### src/rtl/axi_pc_len_fifo.sv
// Burst-length FIFO: holds AWLEN of accepted bursts awaiting their W data.
// Latency: push visible at head on the next cycle; head is combinational read.
// Backpressure: none; push is ignored when full unless a pop occurs in the same cycle.
module axi_pc_len_fifo #(
  parameter int WIDTH = 8,
  parameter int DEPTH = 8
) (
  input  logic             i_clk,
  input  logic             i_rst_n,
  input  logic             i_push,
  input  logic [WIDTH-1:0] i_din,
  input  logic             i_pop,
  output logic [WIDTH-1:0] o_dout,
  output logic             o_full,
  output logic             o_empty
);

  localparam int PW = $clog2(DEPTH);

  logic [WIDTH-1:0] r_mem [DEPTH];
  logic [PW:0]      r_wr_ptr;
  logic [PW:0]      r_rd_ptr;
  logic             w_wr_en;
  logic             w_rd_en;

  // Extra pointer bit distinguishes full from empty
  assign o_empty = (r_wr_ptr == r_rd_ptr);
  assign o_full  = (r_wr_ptr[PW] != r_rd_ptr[PW]) &&
                   (r_wr_ptr[PW-1:0] == r_rd_ptr[PW-1:0]);
  assign w_rd_en = i_pop && !o_empty;
  assign w_wr_en = i_push && (!o_full || w_rd_en);
  assign o_dout  = r_mem[r_rd_ptr[PW-1:0]];

  // Pointer advance on accepted push/pop
  always_ff @(posedge i_clk or negedge i_rst_n) begin
    if (!i_rst_n) begin
      r_wr_ptr <= '0;
      r_rd_ptr <= '0;
    end else begin
      if (w_wr_en) r_wr_ptr <= r_wr_ptr + 1'b1;
      if (w_rd_en) r_rd_ptr <= r_rd_ptr + 1'b1;
    end
  end

  // Storage write; contents need no reset since pointers gate every read
  always_ff @(posedge i_clk) begin
    if (w_wr_en) r_mem[r_wr_ptr[PW-1:0]] <= i_din;
  end

endmodule

### config.mk
export PLATFORM = sky130hd
export DESIGN_NAME = axi_pc_len_fifo
export DESIGN_NICKNAME = d
export VERILOG_FILES = /design/src/rtl/axi_pc_len_fifo.sv
export SDC_FILE = /design/constraint.sdc
export NUM_CORES = 1
export LEC_CHECK = 0
export BUFFER_PORTS_ARGS = -buffer_cell sky130_fd_sc_hd__buf_2
export CORE_MARGIN = 5
export CORE_UTILIZATION = 45
export CTS_BUF_LIST = sky130_fd_sc_hd__clkbuf_4 sky130_fd_sc_hd__clkbuf_8
export DETAILED_ROUTE_END_ITERATION = 8
export SLEW_MARGIN = 10
export SYNTH_ARGS = -nofsm -noshare
export SYNTH_HDL_FRONTEND = slang
export SYNTH_SLANG_ARGS = --single-unit
export TNS_END_PERCENT = 10
### constraint.sdc
create_clock -name i_clk -period 4.9 [get_ports i_clk]
set_clock_uncertainty 0.2 [all_clocks]
set_input_delay 1.225 -clock i_clk [delete_from_list [all_inputs] [get_ports i_clk]]
set_output_delay 1.225 -clock i_clk [all_outputs]
set_load 0.05 [all_outputs]
==> metrics.csv <==
stage,metric,value,unit
synth,Mapped Nets,164,
critical_path,Top Family by Delay on Critical Path,multiplexers,
place,Detail Placement HPWL,3510,µm
clocking,clock tree from TritonCTS,yes,
sta,fin crit period,3.83,ns
grt,total track usage,14.1,%
critical_path,Slowest Stage Delay on Critical Path,0.63,ns
power,PD cells,678,nW/µm²
grt,gr ovfl total,0,
sta,post-route setup TNS,0,ns
place,gp weighted congestion,0.690,
sta,Max Fclk,0.261,GHz
floorplanning,Core ar.,6720,µm²
drt,drt pass-1 iters,4,
synth,cell with the most instances after synthesis,edfxtp_1,
place,IO buf count,21,
synth,synth unique cells,30,
place,Cells after DPL,248,
clocking,H-tree lvl count,3,
critical_path,crit path buf inv count,2,
power,Sw Ratio,37.0,%
outcome,status,finished clean,
power,Net Sw Power,0.000885,W
power,cell internal pwr,0.00151,W
grt,pin count of the biggest net entering global routing,21,
grt,met3 usage,3.25,%
clocking,CTS Hold Buffers Added,0,
synth,"Seq/Total Area, Yosys",68.7,%
clocking,CTS buffer count,9,
drt,Routed wire per std cell,21.1,µm
grt,busiest grt layer,met2,
drt,Routed Antenna Nets,0,
floorplanning,DIE AREA,8620,µm²
min_path,Hold/Removal Path Class,flop to flop,
cells_and_area,Seq. cell area,2120,µm²
critical_path,Setup crit start kind,flop,
synth,yosys warns,0,
floorplanning,chip height,92.8,µm
sta,Final Slew Violations,0,
cells_and_area,# fillers,529,
synth,Synth async-reset ratio,11.1,%
drt,drt drc,0,
drt,vias per inst,5.65,
synth,Avg Inst Size Synth,20.6,µm²
critical_path,critical path class,flop to output pin,
cells_and_area,final core area utilization,52.5,%
grt,met1 Track Usage GR,17.9,%
floorplanning,Cell Rows,30,
floorplanning,die width,92.8,µm
drt,final WL,5570,µm
synth,Area contributors post-synth,"edfxtp_1, mux4_1, dfrtp_1, mux4_2, mux2_4",
synth,Synth top cells by count,"edfxtp_1, dfrtp_1, mux2_4, mux4_1, mux4_2",
power,Peak VDD IR,0.348,mV
grt,initial antenna violation count,0,
cells_and_area,# diodes,0,
clocking,clock tree sinks,72,
sta,setup violators final,0,
synth,number of flops mapped to enable cells by yosys,64,
cells_and_area,multi-input logic area,902,µm²
power,Flop pwr share,39.0,%
synth,Mapped Cells,150,
cells_and_area,Finished Layout Cells,264,
critical_path,critical path capture point type,output pin,
power,Leakage,1.23,nW
sta,worst slew pin tran,0.949,ns
clocking,worst-skew pair later-pin latency,0.34,ns
sta,RSZ-0062 raised after global routing,false,
power,clock share of power,23.3,%
floorplanning,Initial Util,46.0,%
sta,Rel. slew slack,36.5,%
critical_path,CP Cell Sequence,"buf_4, mux4_1, mux2_4, buf_2",
grt,first-pass GRT wire length,8650,µm
clocking,CTS max path bufs,2,
synth,Main synth FF type,edfxtp_1,
grt,M2 GR Usage,22.9,%
clocking,post-cts sizing count,0,
synth,post-synth top area share,62.2,%
clocking,Root Buffer,clkbuf_8,
critical_path,worst-path fanout max,12,
cells_and_area,area delta synth->final,14.1,%
floorplanning,I/O pin count,22,
grt,vias in the first global route,1564,
critical_path,"Req. time, crit path",3.47,ns
synth,Seq cells post-synth,72,
cells_and_area,layout cells sized above 1,39.1,%
sta,Final Hold Fails,0,
synth,cell accounting for the most synthesized area,edfxtp_1,
drt,DR iter-0 viols,100,
job,reported max-cap violation count,0,
clocking,setup bufs post-CTS,0,
critical_path,"Slowest-stage cell, CP",dfrtp_1,
power,Gate power share,37.8,%
sta,Final period util,78.2,%
critical_path,CP Data Arrival Time,2.40,ns
drt,detailed-route via count,1491,
cells_and_area,Final nets,193,
synth,Syn Std Cell Area,3090,µm²
clocking,CTS clock-pin slew for the worst setup and hold paths,0.07,ns
## stage by stage
stage	hold slack (ns)	setup WS (ns)	total power, W	cell area [µm²]
after floorplan	0.346	1.79	0.00170	3090
after global routing	0.466	0.967	0.00250	3520
after detailed placement	0.416	1.40	0.00186	3290
after CTS	0.431	1.03	0.00242	3520
after global placement	0.393	1.46	0.00183	3290
final	0.432	1.07	0.00239	3520
## cell type report
class	count	share of cell area [%]
clock buffers	10	3.73
multi-input cells	67	25.6
clock inverters	6	3.05
flip-flops and latches	72	60.2
well taps	80	2.84
repair buffers	28	4.47
inverters	1	0.106
## power by group through the flow
stage               Combinational, W  Clock (W)  Sequential (W)
floorplan                   0.000869          0        0.000834
global placement            0.000891          0        0.000938
detailed placement          0.000913          0        0.000951
CTS                         0.000916   0.000564        0.000937
global route                0.000960   0.000590        0.000951
finish                      0.000903   0.000557        0.000932
## tightest hold or removal path, delay by kind of cell, from the launching register on
family / cells / cell delay (ns)
flip-flops: 1 / 0.45
AND/OR/NAND/NOR: 1 / 0.07
AO/OA/AOI/OAI: 1 / 0.07
## cell usage in the layout, fill, tap and decap left out, drive strengths merged
cell type / instances
mux4: 16
inv: 1
nor4b: 1
o21ai: 1
buf: 28
nor2: 5
bufinv: 3
mux2: 10
nand3: 1
or4: 1
o311ai: 3
nand2: 5
edfxtp: 64
dfrtp: 8
nand4: 2
clkbuf: 10
ha: 2
clkinv: 3
nand2b: 1
xor2: 1
nor4: 3
o31ai: 2
o211ai: 1
xnor2: 8
nor3: 4
## state kept, by name (all words and copies together) (netlist names)
| signal | flops |
|---|---|
| r_mem | 64 |
| r_rd_ptr | 4 |
| r_wr_ptr | 4 |
## path summary, 6_finish.rpt
kind	slack, ns	startpoint	endpoint	cells past startpoint
max	1.07	r_rd_ptr[0]	o_dout[3]	4
min	0.43	r_wr_ptr[3]	r_wr_ptr[3]	2
max reg2reg	2.04	r_rd_ptr[1]	r_mem[7][6]	4
min reg2reg	0.43	r_wr_ptr[3]	r_wr_ptr[3]	2
max in group asynchronous	3.81	i_rst_n	r_rd_ptr[0]	1
min in group asynchronous	0.51	i_rst_n	r_rd_ptr[2]	1
## cells by family (layout without fill, tap and decap cells)
family / Yosys count / count (layout) / share of synthesized area, %
mux: 26 / 26 / 17.3
buf+inv: 11 / 45 / 3.04
compound gates: 7 / 7 / 3.04
fa+ha+maj: 2 / 2 / 0.810
simple gates: 23 / 23 / 4.09
xor+xnor: 9 / 9 / 3.04
flops: 72 / 72 / 68.7
## layer usage
metal / wire [µm] / part of all wire (%)
met2: 2830 / 51
met4: 91 / 1.6
met5: 0 / 0
met1: 2420 / 43
met3: 221 / 4.0
(Power assumes the default switching activity.)
